<file path="src/rtl/knapsack_result_tx.sv">
// knapsack_result_tx: streams the DP result cache to the host as 8N1 UART.
// Define RESULT_TX_CHECKSUM_EN to append an 8-bit sum byte to each packet.
module knapsack_result_tx #(
  parameter int CLKS_PER_BIT = 868,
  parameter int MAX_CAP      = 64,
  parameter int AW           = 6
) (
  input  logic          clk,
  input  logic          reset,
  input  logic          start,
  input  logic [AW:0]   count,
  output logic [AW-1:0] rd_addr,
  input  logic [31:0]   rd_data,
  output logic          Tx_Serial,
  output logic          busy,
  output logic          send_done
);

  localparam int CW = (CLKS_PER_BIT > 1) ? $clog2(CLKS_PER_BIT) : 1;

  typedef enum logic [2:0] {
    IDLE, START, DATA, STOP, DONE
  } state_t;

  typedef enum logic [1:0] {
    SEL_HDR, SEL_CNT, SEL_WORD, SEL_SUM
  } sel_t;

  state_t        state, state_n;
  sel_t          sel, sel_n;
  logic [CW-1:0] clk_cnt;
  logic [2:0]    bit_idx;
  logic [7:0]    shreg, byte_n;
  logic [1:0]    byte_cnt, bcnt_n;
  logic [AW:0]   n_q, left, clamp;
  logic [AW-1:0] word_idx;
  logic [31:0]   hold;
  logic          fetch_q, cap_q;
  logic          bit_end, more, fetch_go;
`ifdef RESULT_TX_CHECKSUM_EN
  logic [7:0]    sum;
`endif

  assign bit_end = clk_cnt == CW'(CLKS_PER_BIT - 1);
  assign clamp = (count > (AW+1)'(MAX_CAP)) ?
                 (AW+1)'(MAX_CAP) : count;
  assign fetch_go = (state == START) && bit_end &&
                    (((sel == SEL_CNT) && (n_q != '0)) ||
                     ((sel == SEL_WORD) && (byte_cnt == 2'd3) &&
                      (left > (AW+1)'(1))));

  // choose the byte that follows the one finishing its stop bit
  always_comb begin
    more   = 1'b1;
    sel_n  = sel;
    byte_n = 8'h00;
    bcnt_n = byte_cnt;
    unique case (sel)
      SEL_HDR: begin
        sel_n  = SEL_CNT;
        byte_n = 8'(n_q);
      end
      SEL_CNT: begin
        if (n_q != '0) begin
          sel_n  = SEL_WORD;
          bcnt_n = 2'd0;
          byte_n = hold[7:0];
        end else begin
`ifdef RESULT_TX_CHECKSUM_EN
          sel_n  = SEL_SUM;
          byte_n = sum;
`else
          more   = 1'b0;
`endif
        end
      end
      SEL_WORD: begin
        if (byte_cnt != 2'd3) begin
          bcnt_n = byte_cnt + 2'd1;
          byte_n = hold[{bcnt_n, 3'b000} +: 8];
        end else if (left > (AW+1)'(1)) begin
          bcnt_n = 2'd0;
          byte_n = hold[7:0];
        end else begin
`ifdef RESULT_TX_CHECKSUM_EN
          sel_n  = SEL_SUM;
          byte_n = sum;
`else
          more   = 1'b0;
`endif
        end
      end
      SEL_SUM: more = 1'b0;
    endcase
  end

  // state register
  always_ff @(posedge clk or negedge reset) begin
    if (!reset) state <= IDLE;
    else        state <= state_n;
  end

  // next-state: bytes chain back-to-back with no idle gap
  always_comb begin
    state_n = state;
    unique case (state)
      IDLE:  if (start) state_n = START;
      START: if (bit_end) state_n = DATA;
      DATA:  if (bit_end && bit_idx == 3'd7) state_n = STOP;
      STOP:  if (bit_end) state_n = more ? START : DONE;
      DONE:  state_n = IDLE;
      default: state_n = IDLE;
    endcase
  end

  // line and status outputs decoded from state
  always_comb begin
    Tx_Serial = 1'b1;
    busy      = 1'b0;
    send_done = 1'b0;
    unique case (state)
      START: begin Tx_Serial = 1'b0; busy = 1'b1; end
      DATA:  begin Tx_Serial = shreg[0]; busy = 1'b1; end
      STOP:  busy = 1'b1;
      DONE:  send_done = 1'b1;
      default: ;
    endcase
  end

  // bit timing, serializer, byte sequencing and word fetch
  always_ff @(posedge clk or negedge reset) begin
    if (!reset) begin
      sel      <= SEL_HDR;
      clk_cnt  <= '0;
      bit_idx  <= '0;
      shreg    <= 8'hFF;
      byte_cnt <= '0;
      n_q      <= '0;
      left     <= '0;
      word_idx <= '0;
      hold     <= '0;
      rd_addr  <= '0;
      fetch_q  <= 1'b0;
      cap_q    <= 1'b0;
`ifdef RESULT_TX_CHECKSUM_EN
      sum      <= '0;
`endif
    end else begin
      fetch_q <= fetch_go;
      cap_q   <= fetch_q;
      if (state inside {START, DATA, STOP} && !bit_end)
        clk_cnt <= clk_cnt + 1'b1;
      else
        clk_cnt <= '0;
      if (state == IDLE && start) begin
        n_q      <= clamp;
        left     <= clamp;
        sel      <= SEL_HDR;
        shreg    <= 8'hA5;
        bit_idx  <= '0;
        byte_cnt <= '0;
        word_idx <= '0;
`ifdef RESULT_TX_CHECKSUM_EN
        sum      <= '0;
`endif
      end
      if (state == DATA && bit_end) begin
        shreg   <= {1'b1, shreg[7:1]};
        bit_idx <= bit_idx + 3'd1;
      end
      if (state == STOP && bit_end) begin
        if (sel == SEL_WORD && byte_cnt == 2'd3)
          left <= left - 1'b1;
        if (more) begin
          shreg    <= byte_n;
          sel      <= sel_n;
          byte_cnt <= bcnt_n;
`ifdef RESULT_TX_CHECKSUM_EN
          if (sel_n != SEL_SUM) sum <= sum + byte_n;
`endif
        end
      end
      if (fetch_go) rd_addr <= word_idx;
      if (cap_q) begin
        hold     <= rd_data;
        word_idx <= word_idx + 1'b1;
      end
    end
  end

endmodule
</file>
<file path="config.mk">
export PLATFORM = sky130hd
export DESIGN_NAME = knapsack_result_tx
export DESIGN_NICKNAME = d
export VERILOG_FILES = /design/src/rtl/knapsack_result_tx.sv
export SDC_FILE = /design/constraint.sdc
export NUM_CORES = 1
export LEC_CHECK = 0
export CORE_ASPECT_RATIO = 1.25
export CORE_MARGIN = 2
export CORE_UTILIZATION = 35
export DETAILED_ROUTE_END_ITERATION = 6
export MAX_ROUTING_LAYER = met4
export PLACE_DENSITY = 0.64
export SYNTH_ARGS = -nofsm -noshare
export SYNTH_HDL_FRONTEND = slang
export SYNTH_SLANG_ARGS = --single-unit
</file>
<file path="constraint.sdc">
create_clock -name clk -period 2 [get_ports clk]
set_input_delay 0.5 -clock clk [delete_from_list [all_inputs] [get_ports clk]]
set_output_delay 0.5 -clock clk [all_outputs]
set_load 0.01 [all_outputs]
</file>
Word-level counts from Yosys, hierarchy flattened:

Index checks and enable logic that the tools add are counted.

* word-level logic and storage cells: 104
* input bits: 42
* register bits: 88
* output and inout port bits: 9

* $add $sub $neg: 5
* eq/ne operators: 19
* shifts and indexed selects: 1
* multiplexer cells: 42
* $lt $le $gt $ge: 2
* reductions and logical operators: 22

Operator list (number)
* $mux 8: 7
* $shiftx 32x6->8: 1
* $mux 7: 4
* $pmux 8 s3: 1
* $mux 3: 7
* $mux 2: 10
* $mux 6: 2
* $pmux 3 s4: 1
* $add 10x1->10 const B: 1
* $eq 10x10->1 const B: 1
* $logic_and 1x1->1: 10
* $mux 10: 1
* $ne 2x2->1 const B: 5
* $ne 4x3->1 const B: 2
* $pmux 2 s2: 2
* $gt 7x1->1 const B: 1
* $gt 7x7->1 const B: 1
* $reduce_bool 7->1: 1
* $sub 7x1->7 const B: 1
* $add 6x1->6 const B: 1
* $eq 2x2->1 const B: 3
* $eq 3x2->1 const B: 2
* $eq 3x3->1 const B: 2
* $mux 1: 5
* 18 further kinds: 19

Longest topological paths before layout:

* depth in word-level cells: 7
* gate-level depth with buffers: 8
* gate-level depth less buffers: 7

Least setup slack after synthesis:

OpenSTA, ideal clock, no wires.

* path kind: register to register
* from: register byte_cnt[0]
* to: register shreg[0]
* path buffers: 1
* cell stages (with the launch flop): 6
* arrival time: 2.078 ns
* clock period less this slack: 2.170 ns
* required time: 1.908 ns
* setup time: 0.092 ns
* path slack: -0.170 ns
* cells stage by stage: dfrtp_1 > ha_1 > buf_1 > mux4_2 > a222oi_1 > mux2i_1

* cells in the longest elaborated chain, start to end: 6
* elaborated cells on any way between the ends: 9
* classes of those cells: add/sub (1); eq/ne (1); shift (1); mux (6)

Ends and longest elaborated chain
* start: declaration: line 34 `logic [1:0] byte_cnt, bcnt_n;`
* start signal: assignment: line 177 `byte_cnt <= bcnt_n;`
* $add 2x1->2: line 79 `bcnt_n = byte_cnt + 2'd1;`
* $shiftx 32x6->8: line 80 `byte_n = hold[{bcnt_n, 3'b000} +: 8];`
* $mux 8: line 78 `if (byte_cnt != 2'd3) begin`
* $pmux 8 s3: line 58 `unique case (sel)`
* $mux 8 *: line 174 `if (more) begin`
* $mux 8 *: line 171 `if (state == STOP && bit_end) begin`
* end signal: assignment: line 168 `shreg <= {1'b1, shreg[7:1]};`
* end signal: assignment: line 175 `shreg <= byte_n;`
* end: declaration: line 33 `logic [7:0] shreg, byte_n;`

Mark *: on every way between the ends. The rest lies on a longest branch, timed or not.
A chain may end at the register's enable or synchronous reset.

Worst setup path after layout:

* from: register n_q[6]
* to: register rd_addr[3]

* cells in the longest elaborated chain, start to end: 4

Ends and longest elaborated chain
* start: declaration: line 35 `logic [AW:0] n_q, left, clamp;`
* start signal: assignment: line 156 `n_q <= clamp;`
* $reduce_bool 7->1: line 48 `(((sel == SEL_CNT) && (n_q != '0)) ||`
* $logic_and 1x1->1: line 48
* $logic_or 1x1->1: line 48
* $logic_and 1x1->1: line 47 `assign fetch_go = (state == START) && bit_end &&`
* end signal: assignment: line 183 `if (fetch_go) rd_addr <= word_idx;`
* end: declaration: line 12 `output logic [AW-1:0] rd_addr,`

Every way passes these cells.

==> qor_table.md <==
| Metric | This run | Unit |
| --- | --- | --- |
| Area inside the core boundary | 11,700 | um2 |
| Slowest cell on the critical path | or4_4 | - |
| Total via count in the routed design | 3,131 | - |
| WL final | 9350 | um |
| FP Rows | 44 | - |
| Hold violation total from the final report | 0 | - |
| Outcome | complete, but fails checks | - |
| Cell taking the most area after synthesis | dfrtp_1 | - |
| Netlist area before placement | 4220 | um2 |
| Buffer and inverter count on the worst path | 1 | - |
| Top-count cell post-synth | dfrtp_1 | - |
| Placement-stage worst setup slack | -0.111 | ns |
| Slew Limit Fails | 0 | - |
| Final clock skew | 0.00483 | ns |
| PnR worst setup slack | -0.0651 | ns |
| Number of buffers on the longest clock path | 2 | - |
| Endpoint type of the worst setup path | flip-flop | - |
| Via count of the first global-routing pass | 3,216 | - |
| Last weighted congestion value of the routability-driven placer | 0.850 | - |
| Clock buffers created by TritonCTS | 9 | - |
| Synthesis Warnings | 0 | - |
| Area of the die | 13,000 | um2 |
| Mean instance size in the synthesized netlist | 11.7 | um2 |
| Prevailing post-synth register cell | dfrtp_1 | - |
| Ys async rst share | 100 | % |
| Final global-route overflow total | 0 | - |
| Number of nets produced by synthesis | 410 | - |
| Length of the first detailed-routing pass in iterations | 4 | - |
| Final critical-path share of the clock period | 103 | % |
| Count of maximum capacitance violations | 0 | - |
| Final period demand of the worst path | 2.07 | ns |
| Total net switching power | 0.00108 | W |
| Sequential cell fraction of total power | 47.1 | % |
| Die span in y | 127 | um |
| Worst endpoint required time | 2.22 | ns |
| Maximum fanout encountered on the critical timing path | 6 | - |
| Data arrival time of the critical path | 2.28 | ns |
| Number of enable-type register cells in the synthesized netlist | 0 | - |
| DP Wirelength | 6660 | um |
| Die boundary width | 102 | um |
| Cell at the root of the clock tree | clkbuf_16 | - |
| Count of unique library cells instantiated by Yosys | 52 | - |
| Hold WC Path Type | input pin to async pin | - |
| CP max stage delay | 0.56 | ns |
| Wire length of the first global-routing pass | 15,900 | um |
| Portion of total power attributed to the clock network | 38.0 | % |
| Worst ir drop on vdd | 0.536 | mV |
| Combinational Power Share | 14.9 | % |
| FF-to-FF path depth | 6 | - |
| Summed area of non-filler cells in the final layout | 5560 | um2 |
| List of most frequent post-synthesis cells | 80 x dfrtp_1, 37 x mux2_2, 24 x nand2_1 | - |
| Net switching fraction of the power | 25.1 | % |
| Top area cells in the synthesized netlist | dfrtp_1 47%, mux2_2 9.9%, dfstp_2 5.0% | - |
| Count of state elements after synthesis | 88 | - |
| Post-detailed-route via-to-cell ratio | 5.15 | - |
| Internal power component | 0.00320 | W |
| Kind of critical path | flip-flop to flip-flop | - |
| Endpoint of the worst-slack reg-to-reg timing path | rd_addr[3] | - |
| Count of nets left with antenna violations after detail routing | 0 | - |
| Antenna violations before repair | 0 | - |
| Initial core utilization | 36.1 | % |
| H-tree Lvls | 3 | - |
| Finish-stage setup viols | 13 | - |
| Area of placed instances | 5130 | um2 |
| Flop-to-flop setup slack | -0.07 | ns |
| Routed length per instance | 15.4 | um |
| Top cell family by delay on the critical path | simple AND/OR/NAND/NOR gates | - |
| Leakage dissipation | 2.51 | nW |
| Number of antenna diodes | 0 | - |
| Number of design-rule violations left by the first detailed-router iteration | 168 | - |
| Largest net degree at the start of global routing | 40 | - |
| Highest achievable clock rate | 484 | MHz |
| Residual DRC | 0 | - |
| GRT Util Overall | 15.9 | % |
| Number of standard cells after synthesis | 361 | - |
| Area growth syn-to-layout | 31.9 | % |
| Clock transition at the registers of the reported paths | 0.06 | ns |
| Worst R2R Start | n_q[6] | - |
| Clock tree from TritonCTS | built | - |
| Input/output buffers | 50 | - |
| Power Density | 769 | nW/um2 |
| Fraction of final layout cells sized beyond drive strength 1 | 29.1 | % |
| Share of the core filled with cells | 47.7 | % |
| Number of clock sinks | 88 | - |
| Fin nets | 491 | - |
| Violated checks | setup timing | - |
| Number of top-level pins | 51 | - |
| Worst-Margin Slew | 0.561 | ns |
| Relative slew slack | 62.5 | % |
| Sequential share of the synthesized area | 52.4 | % |
| Source-to-sink clock delay at the later pin of the worst-skew pair | 0.33 | ns |
| RSZ-0062 raised after global routing | true | - |
| Launching element type of the critical path | flip-flop | - |
| Area fraction of the dominant cell type after synthesis | 47.5 | % |
| Cell-by-cell trace of the critical path | or4_4 -> o41ai_4 -> buf_4 -> o21ai_4 -> nand4b_4 -> mux2_4 | - |
-- worst reg2reg max path, stage by stage, from the launching register on --
cell	delay [ns]
dfrtp_1	0.39
or4_4	0.56
o41ai_4	0.21
buf_4	0.19
o21ai_4	0.10
nand4b_4	0.19
mux2_4	0.32
-- layer usage --
layer	GRT usage, %	up-vias	share of wire, %	wire [um]
met4	7.14	0	1.9	182
met5	-	-	0	0
met3	2.26	11	3.3	310
met1	20.1	1553	45	4170
met2	25.4	67	50	4690
li1	-	1500	-	-
-- worst max path at each step --
stage               startpoint          to  slack (ns)  cells after the start
floorplan               n_q[3]  rd_addr[0]       -0.03                      5
global placement         start     left[3]       -0.05                      5
detailed placement      n_q[3]  rd_addr[3]       -0.11                      5
CTS                     n_q[3]  rd_addr[0]       -0.07                      6
global route            n_q[6]  rd_addr[3]       -0.12                      6
finish                  n_q[6]  rd_addr[3]       -0.07                      6
-- cell usage in the layout (no fill, tap or decap), drive strengths merged, types with 3 or more instances in the layout --
master         instances
dfrtp                 80
xnor2                  6
clkdlybuf4s50         46
nand2b                 3
nor3                   8
xor2                   4
o21a                   3
o22ai                  3
dlygate4sd2            3
clkinv                 5
mux4                   7
a21oi                 11
clkbuf                 9
a222oi                 7
inv                   10
nand2                 24
dfstp                  8
nor2                  23
o21ai                 18
nand4                  4
nor2b                  7
a311oi                 4
o21bai                 3
ha                     7
and2                   3
o211ai                 4
mux2                  43
mux2i                  4
and3                   6
buf                   38
nand3                 15
-- cell families (layout without fill, tap and decap cells) --
logic type / after synthesis / count (layout) / share of synthesized area [%]
xor gates and xnor gates: 10 / 10 / 2.08
adders and majority gates: 7 / 7 / 2.08
buffers and inverters: 28 / 113 / 2.52
AOI/OAI and AO/OA: 67 / 68 / 11.5
DFF: 88 / 88 / 52.4
muxes: 54 / 54 / 16.2
and+or+nand+nor: 107 / 107 / 13.2
-- cell type report --
cell class	count	area [um2]
fillers	1107	6110
flip-flops and latches	88	2220
multi-input cells	246	2000
repair buffers	87	821
clock buffers	9	225
well taps	161	201
clock inverters	7	62.6
inverters	10	37.5
-- sequential cells by signal, indices dropped and copies added, names as in the netlist, 6 cells and up --
name      cells
left          7
rd_addr       6
word_idx      6
hold         32
clk_cnt      10
n_q           7
shreg         8
-- stage by stage --
stage	TNS, ns	power [W]	std cells	hold WS (ns)
CTS	-0.613	0.00433	604	0.120
global placement	-0.342	0.00265	584	0.335
detailed placement	-0.913	0.00268	584	0.340
global route	-1.70	0.00451	608	0.143
floorplan	-0.181	0.00235	361	0.204
finish	-0.501	0.00428	608	0.111
-- power groups by stage --
stage,clock (W),combinational (W),sequential (W)
after global placement,0,0.000614,0.00204
after global routing,0.00176,0.000716,0.00204
final,0.00162,0.000638,0.00202
after CTS,0.00167,0.000644,0.00201
after floorplan,0,0.000309,0.00204
after detailed placement,0,0.000631,0.00205
-- what timing repair did --
action                     4_1_cts  5_1_grt
resized for setup               14       13
hold buffers                     0        0
gates cloned                     1        1
setup endpoints to repair       16       20
setup buffers                    3        3
pin swaps                        1        7
(Power assumes the default switching activity.)
